**config.mk**
```make
export PLATFORM = sky130hd
export DESIGN_NAME = kmeans_controller
export DESIGN_NICKNAME = d
export VERILOG_FILES = /design/src/rtl/kmeans_controller.sv
export SDC_FILE = /design/constraint.sdc
export NUM_CORES = 1
export LEC_CHECK = 0
export ABC_CLOCK_PERIOD_IN_PS = 6350
export CORE_MARGIN = 2
export CORE_UTILIZATION = 56
export CTS_BUF_LIST = sky130_fd_sc_hd__clkbuf_4
export CTS_CLUSTER_SIZE = 24
export DETAILED_ROUTE_END_ITERATION = 7
export PLACE_DENSITY = 0.84
export SYNTH_ARGS = -nofsm -noshare
export SYNTH_HDL_FRONTEND = slang
export SYNTH_SLANG_ARGS = --single-unit
export TNS_END_PERCENT = 20
```
**constraint.sdc**
```tcl
create_clock -name clk_in -period 6.35 [get_ports clk_in]
set_input_delay 1.27 -clock clk_in [delete_from_list [all_inputs] [get_ports clk_in]]
set_output_delay 1.27 -clock clk_in [all_outputs]
set_load 0.01 [all_outputs]
```
**src/rtl/kmeans_controller.sv**
```systemverilog
// Iteration sequencer for the two-centroid kmeans datapath: clears accumulators,
// replays a frame through kmeans, captures new centroids and iterates to convergence.
module kmeans_controller #(
  parameter int MAX_ITERS      = 8,
  parameter int CONV_THRESH    = 2,
  parameter int TIMEOUT_CYCLES = 1_000_000
) (
  input  logic                             clk_in,
  input  logic                             rst_n_in,
  input  logic                             go_in,
  input  logic [8:0]                       init_c1_x_in,
  input  logic [8:0]                       init_c2_x_in,
  input  logic [7:0]                       init_c1_y_in,
  input  logic [7:0]                       init_c2_y_in,
  output logic                             frame_req_out,
  input  logic                             pix_valid_in,
  input  logic [8:0]                       pix_x_in,
  input  logic [7:0]                       pix_y_in,
  input  logic                             pix_last_in,
  output logic                             km_valid_out,
  output logic [8:0]                       km_x_out,
  output logic [7:0]                       km_y_out,
  output logic                             km_start_out,
  output logic                             km_rst_coms_out,
  output logic [8:0]                       km_c1_x_out,
  output logic [8:0]                       km_c2_x_out,
  output logic [7:0]                       km_c1_y_out,
  output logic [7:0]                       km_c2_y_out,
  input  logic                             km_valid_in,
  input  logic [8:0]                       km_c1_x_in,
  input  logic [8:0]                       km_c2_x_in,
  input  logic [7:0]                       km_c1_y_in,
  input  logic [7:0]                       km_c2_y_in,
  output logic                             busy_out,
  output logic                             done_out,
  output logic                             timeout_out,
  output logic [$clog2(MAX_ITERS+1)-1:0]   iter_out
);

  localparam int IW = $clog2(MAX_ITERS + 1);
  localparam int TW = (TIMEOUT_CYCLES > 1) ? $clog2(TIMEOUT_CYCLES) : 1;
  localparam logic [IW-1:0] ITER_MAX   = IW'(MAX_ITERS);
  localparam logic [TW-1:0] TIMER_LAST = TW'(TIMEOUT_CYCLES - 1);

  typedef enum logic [2:0] {
    S_IDLE, S_CLEAR, S_REQ, S_STREAM, S_TAB, S_WAIT, S_CHECK, S_DONE
  } state_t;

  state_t state, state_nxt;

  logic [8:0]    c1x, c2x, n1x, n2x;
  logic [7:0]    c1y, c2y, n1y, n2y;
  logic [IW-1:0] iter, iter_inc;
  logic [TW-1:0] timer;
  logic          timed_out, fwd_valid, start_q;
  logic [8:0]    fwd_x;
  logic [7:0]    fwd_y;
  logic [10:0]   delta;
  logic          converged, last_iter, timer_hit;

  function automatic logic [10:0] absdiff(input logic [8:0] a, input logic [8:0] b);
    logic [8:0] d;
    d = (a >= b) ? (a - b) : (b - a);
    return {2'b00, d};
  endfunction

  // Movement between the captured result and the centroids it was computed from.
  always_comb begin
    delta = absdiff(n1x, c1x) + absdiff({1'b0, n1y}, {1'b0, c1y})
          + absdiff(n2x, c2x) + absdiff({1'b0, n2y}, {1'b0, c2y});
  end

  assign iter_inc  = iter + 1'b1;
  assign converged = (int'(delta) <= CONV_THRESH);
  assign last_iter = (iter_inc == ITER_MAX);
  assign timer_hit = (timer == TIMER_LAST);

  always_ff @(posedge clk_in or negedge rst_n_in) begin
    if (!rst_n_in) state <= S_IDLE;
    else           state <= state_nxt;
  end

  // pix_valid_in and km_valid_in are plain qualifier strobes with no backpressure:
  // data is taken on any edge where valid is high and the current state accepts it,
  // and is silently dropped otherwise.
  always_comb begin
    state_nxt = state;
    case (state)
      S_IDLE:   if (go_in) state_nxt = S_CLEAR;
      S_CLEAR:  state_nxt = S_REQ;
      S_REQ:    state_nxt = S_STREAM;
      S_STREAM: if (pix_valid_in && pix_last_in) state_nxt = S_TAB;
      S_TAB:    state_nxt = S_WAIT;
      S_WAIT: begin
        if (km_valid_in)    state_nxt = S_CHECK;
        else if (timer_hit) state_nxt = S_DONE;
      end
      S_CHECK:  state_nxt = (converged || last_iter) ? S_DONE : S_CLEAR;
      S_DONE:   state_nxt = S_IDLE;
      default:  state_nxt = S_IDLE;
    endcase
  end

  always_ff @(posedge clk_in or negedge rst_n_in) begin
    if (!rst_n_in) begin
      c1x <= '0; c1y <= '0; c2x <= '0; c2y <= '0;
      n1x <= '0; n1y <= '0; n2x <= '0; n2y <= '0;
      iter      <= '0;
      timer     <= '0;
      timed_out <= 1'b0;
      fwd_valid <= 1'b0;
      fwd_x     <= '0;
      fwd_y     <= '0;
      start_q   <= 1'b0;
    end else begin
      fwd_valid <= (state == S_STREAM) && pix_valid_in;
      if ((state == S_STREAM) && pix_valid_in) begin
        fwd_x <= pix_x_in;
        fwd_y <= pix_y_in;
      end
      // Tabulate lags TAB by one cycle so it lands after the last forwarded pixel.
      start_q <= (state == S_TAB);
      case (state)
        S_IDLE: begin
          if (go_in) begin
            c1x <= init_c1_x_in; c1y <= init_c1_y_in;
            c2x <= init_c2_x_in; c2y <= init_c2_y_in;
            iter      <= '0;
            timed_out <= 1'b0;
          end
        end
        S_TAB: timer <= '0;
        S_WAIT: begin
          if (km_valid_in) begin
            n1x <= km_c1_x_in; n1y <= km_c1_y_in;
            n2x <= km_c2_x_in; n2y <= km_c2_y_in;
          end else if (timer_hit) begin
            timed_out <= 1'b1;
          end else begin
            timer <= timer + 1'b1;
          end
        end
        S_CHECK: begin
          c1x <= n1x; c1y <= n1y;
          c2x <= n2x; c2y <= n2y;
          iter <= iter_inc;
        end
        default: ;
      endcase
    end
  end

  assign busy_out        = (state != S_IDLE);
  assign done_out        = (state == S_DONE);
  assign frame_req_out   = (state == S_REQ);
  assign km_rst_coms_out = (state == S_CLEAR);
  assign km_start_out    = start_q;
  assign km_valid_out    = fwd_valid;
  assign km_x_out        = fwd_x;
  assign km_y_out        = fwd_y;
  assign km_c1_x_out     = c1x;
  assign km_c1_y_out     = c1y;
  assign km_c2_x_out     = c2x;
  assign km_c2_y_out     = c2y;
  assign timeout_out     = timed_out;
  assign iter_out        = iter;

endmodule

```
==> metrics.txt <==
# TYPE chip_impl_metric gauge
chip_impl_metric{name="grt_first_pass_wirelength",unit="mm"} 35.8
chip_impl_info{name="yosys.cell_count.top_type",value="sky130_fd_sc_hd__dfrtp_1"} 1
chip_impl_info{name="ys_top_cells_by_count",value="sky130_fd_sc_hd__dfrtp_1 (115), sky130_fd_sc_hd__inv_1 (114), sky130_fd_sc_hd__nand2_1 (89), sky130_fd_sc_hd__a21oi_1 (85)"} 1
chip_impl_metric{name="period_minus_slack",unit="ns"} 5.53
chip_impl_metric{name="max_stage_delay_on_crit_path",unit="ns"} 0.54
chip_impl_metric{name="placed_cells_incl_taps",unit=""} 1300
chip_impl_metric{name="io-pin-count",unit=""} 153
chip_impl_metric{name="fillers",unit=""} 1188
chip_impl_metric{name="crit_path_max_fanout",unit=""} 6
chip_impl_metric{name="routed-wl-met3",unit="mm"} 1.33
chip_impl_metric{name="insertion_delay",unit="ns"} 0.56
chip_impl_metric{name="coreArea",unit="um2"} 15300
chip_impl_metric{name="worstHoldPathCells",unit=""} 2
chip_impl_metric{name="critPathArrivalTime",unit="ns"} 6.00
chip_impl_info{name="outcome",value="finished clean"} 1
chip_impl_info{name="post-synth-top-area-cell",value="sky130_fd_sc_hd__dfrtp_1"} 1
chip_impl_metric{name="timing.critical_path.required",unit="ns"} 6.82
chip_impl_metric{name="fin_nets",unit=""} 1303
chip_impl_metric{name="grt_usage",unit="%"} 27.0
chip_impl_metric{name="wl_met1",unit="mm"} 9.07
chip_impl_metric{name="drtAntennaViolNets",unit=""} 0
chip_impl_metric{name="netlist_instances",unit=""} 974
chip_impl_metric{name="worst_setup_hold_path_clk_slew",unit="ns"} 0.10
chip_impl_info{name="critical-path-top-delay-family",value="adder cells"} 1
chip_impl_metric{name="antenna_cells",unit=""} 0
chip_impl_metric{name="maxSlewHeadroom",unit="%"} 28.8
chip_impl_info{name="post_synth_main_area_contributors",value="sky130_fd_sc_hd__dfrtp_1 (33%), sky130_fd_sc_hd__ha_1 (11%), sky130_fd_sc_hd__fa_1 (5.9%), sky130_fd_sc_hd__inv_1 (4.9%), sky130_fd_sc_hd__a21oi_1 (4.9%)"} 1
chip_impl_info{name="rsz0062_at_grt",value="false"} 1
chip_impl_metric{name="number_of_antenna_violations_at_the_first_check_in_global_routing",unit=""} 0
chip_impl_metric{name="synth-seq-area-share",unit="%"} 32.8
chip_impl_info{name="criticalPathCategory",value="reg2reg"} 1
chip_impl_info{name="whs_endpoint",value="km_y_out[0]"} 1
chip_impl_metric{name="final_min_period_over_clock_period",unit="%"} 87.1
chip_impl_info{name="worstReg2RegEnd",value="state[1]"} 1
chip_impl_metric{name="finish.cell_count_without_fillers",unit=""} 1329
chip_impl_metric{name="h-tree-depth",unit=""} 4
chip_impl_metric{name="cts-resized-gates",unit=""} 0
chip_impl_info{name="clk_root_buffer_cell",value="sky130_fd_sc_hd__clkbuf_4"} 1
chip_impl_metric{name="met2RoutedLength",unit="mm"} 10.5
chip_impl_metric{name="synth_top_area_share",unit="%"} 32.8
chip_impl_metric{name="placementRows",unit=""} 45
chip_impl_metric{name="setup_tns",unit="ns"} 0
chip_impl_metric{name="synth.net_count",unit=""} 1169
chip_impl_metric{name="vias",unit=""} 7423
chip_impl_metric{name="area_growth_syn_to_layout",unit="%"} 21.4
chip_impl_metric{name="yosysUniqueCellTypes",unit=""} 68
chip_impl_info{name="tritoncts",value="built"} 1
chip_impl_metric{name="finalWeightedCongestion",unit=""} 0.901
chip_impl_metric{name="post-cts-setup-buffers",unit=""} 0
chip_impl_metric{name="cp.buffers_inverters",unit=""} 2
chip_impl_info{name="hold_start",value="km_y_out[0]"} 1
chip_impl_metric{name="dpl-instance-area",unit="um2"} 10400
chip_impl_metric{name="port_buffers",unit=""} 152
chip_impl_metric{name="cts.path.max_buffers",unit=""} 2
chip_impl_metric{name="detail_route.first_pass.iterations",unit=""} 7
chip_impl_metric{name="max_cap_violations",unit=""} 0
chip_impl_metric{name="hold_violations",unit=""} 0
chip_impl_metric{name="postSynthRegisterBits",unit=""} 115
chip_impl_metric{name="worst-path-stages",unit=""} 20
chip_impl_metric{name="syn-mean-instance-area",unit="um2"} 9.00
chip_impl_info{name="setup.worst_path.end_class",value="flip-flop"} 1
chip_impl_metric{name="final_max_slew_viol_count",unit=""} 0
chip_impl_info{name="worst_hold_path_type",value="reg2reg"} 1
chip_impl_metric{name="holdBufCountCts",unit=""} 0
chip_impl_metric{name="drt_first_iter_violations",unit=""} 517
chip_impl_info{name="critPathMostFrequentCell",value="sky130_fd_sc_hd__fa_1"} 1
chip_impl_metric{name="post_route_cells_drive_above_1_share",unit="%"} 7.87
chip_impl_info{name="critical_path.startpoint_type",value="flip-flop"} 1
chip_impl_metric{name="asyncSetResetFlopFracSynth",unit="%"} 100
chip_impl_metric{name="fin_area",unit="um2"} 10600
chip_impl_metric{name="number_of_flops_mapped_to_enable_cells_by_yosys",unit=""} 0
chip_impl_metric{name="sum_of_routed_wire_length_over_all_layers",unit="mm"} 21.2
chip_impl_metric{name="detail_routed_via_count_per_cell",unit=""} 5.59
chip_impl_metric{name="grt_pass1_vias",unit=""} 7541
chip_impl_metric{name="reg2regPathDepth",unit=""} 20
chip_impl_metric{name="synth-warning-count",unit=""} 0
chip_impl_info{name="timing.rr.start",value="km_c1_y_out[4]"} 1
chip_impl_info{name="top_layer_in_use",value="met4"} 1
chip_impl_metric{name="die_outline_height",unit="um"} 129
chip_impl_metric{name="final_worst_clock_skew",unit="ns"} 0.0190
chip_impl_metric{name="die_width",unit="um"} 129
chip_impl_info{name="ys_dominant_reg_cell",value="sky130_fd_sc_hd__dfrtp_1"} 1
chip_impl_metric{name="global_route.overflow_total",unit=""} 0
chip_impl_metric{name="dieArea",unit="um2"} 16700
chip_impl_metric{name="maximum_clock_rate",unit="GHz"} 0.181
chip_impl_metric{name="cts.sink_count",unit=""} 115
chip_impl_metric{name="detail_route.wl_per_cell",unit="um"} 16.0
chip_impl_metric{name="worst_slew_pin_slew",unit="ns"} 1.07
chip_impl_metric{name="drc",unit=""} 0
chip_impl_metric{name="hpwl",unit="mm"} 16.2
chip_impl_metric{name="grt_max_degree",unit=""} 71
chip_impl_metric{name="syn-cell-area",unit="um2"} 8770
chip_impl_metric{name="reg2reg_slack",unit="ns"} 0.82
chip_impl_metric{name="setup_viol",unit=""} 0
chip_impl_metric{name="numCtsBuffers",unit=""} 17
chip_impl_info{name="critical_path.slowest_cell",value="sky130_fd_sc_hd__fa_1"} 1
chip_impl_metric{name="starting_density",unit="%"} 57.4
chip_impl_info{name="path_cells",value="inv_1 -> ha_1 -> a21oi_1 -> nor2_1 -> a211o_1 -> o21ai_0 -> nand2_1 -> mux2i_1 -> fa_1 -> fa_1 -> inv_1 -> ha_1 -> fa_1 -> xnor2_1 -> o31ai_1 -> a311oi_1 -> nand3_1 -> a2111oi_0 -> nand4_1 -> a41oi_1"} 1
==> routing by layer <==
layer	vias to the layer above	GRT usage, %
met5	-	0
met4	0	6.84
met3	26	7.18
met2	210	46.3
met1	3572	34.1
li1	3615	-
==> kinds of logic after synthesis <==
kind of cell    count (synthesis)  synth area share (%)
simple gates                  253                  13.2
mux                            53                  6.67
xor+xnor                       44                  4.40
flops                         115                  32.8
buf+inv                       155                  6.94
compound gates                250                  18.9
fa+ha+maj                     104                  17.1
==> worst min-delay path: cells and delay by family, from the launching register on <==
kind             cells  cell delay [ns]
flip-flops           1             0.36
AND/OR/NAND/NOR      2             0.11
==> state kept, by name, summed over array words and instances, names as in the netlist, 9 cells and up <==
register / flops
n2x: 9
n1x: 9
timer: 20
km_c2_x_out: 9
km_c1_x_out: 9
km_x_out: 9
==> placed cells by master, fill, tap and decap left out, types with 6 or more instances in the layout <==
| cell type | netlist | final |
|---|---|---|
| sky130_fd_sc_hd__a21oi_1 | 85 | 85 |
| sky130_fd_sc_hd__ha_1 | 78 | 78 |
| sky130_fd_sc_hd__inv_1 | 114 | 114 |
| sky130_fd_sc_hd__fa_1 | 26 | 26 |
| sky130_fd_sc_hd__a211oi_1 | 45 | 45 |
| sky130_fd_sc_hd__xor2_1 | 17 | 17 |
| sky130_fd_sc_hd__dfrtp_1 | 115 | 115 |
| sky130_fd_sc_hd__clkinv_2 | 0 | 6 |
| sky130_fd_sc_hd__nor2_1 | 78 | 77 |
| sky130_fd_sc_hd__nor3_1 | 10 | 10 |
| sky130_fd_sc_hd__clkbuf_4 | 0 | 18 |
| sky130_fd_sc_hd__a21o_1 | 32 | 32 |
| sky130_fd_sc_hd__clkdlybuf4s50_1 | 0 | 151 |
| sky130_fd_sc_hd__and3_1 | 6 | 6 |
| sky130_fd_sc_hd__nand2_1 | 89 | 89 |
| sky130_fd_sc_hd__o21ai_0 | 31 | 31 |
| sky130_fd_sc_hd__nor2b_1 | 9 | 9 |
| sky130_fd_sc_hd__mux2i_1 | 15 | 15 |
| sky130_fd_sc_hd__nand3_1 | 19 | 18 |
| sky130_fd_sc_hd__mux2_2 | 36 | 36 |
| sky130_fd_sc_hd__xnor2_1 | 27 | 27 |
| sky130_fd_sc_hd__nand4_1 | 11 | 11 |
==> how the worst max path moves through the flow <==
stage / startpoint / end / slack, ns
after floorplan: km_c1_y_out[5] / state[1] / 1.34
after global placement: km_c1_y_out[4] / state[1] / 0.98
after detailed placement: km_c1_y_out[4] / state[1] / 0.82
after CTS: km_c1_y_out[4] / state[1] / 0.82
after global routing: km_c1_y_out[4] / state[1] / 0.31
final: km_c1_y_out[4] / state[1] / 0.82
==> metrics by stage <==
stage	setup WS, ns	utilization [%]	hold slack, ns
final	0.818	69.7	0.488
after global routing	0.313	69.7	0.519
after CTS	0.817	69.7	0.492
after detailed placement	0.821	68.2	0.466
after global placement	0.978	68.2	0.457
after floorplan	1.34	-	0.470
==> layout make-up <==
class,count,area [um2],area share [%]
Clock inverter,11,91.3,0.859
Clock buffer,18,135,1.27
Inverter,115,432,4.06
Sequential cell,115,2880,27.0
Timing Repair Buffer,155,1540,14.5
Tap cell,211,264,2.48
Multi-Input combinational cell,704,5300,49.8
Power is left out: the tool's default activity adds up to more than one toggle a clock period on the data nets, which glitch-free logic cannot reach.
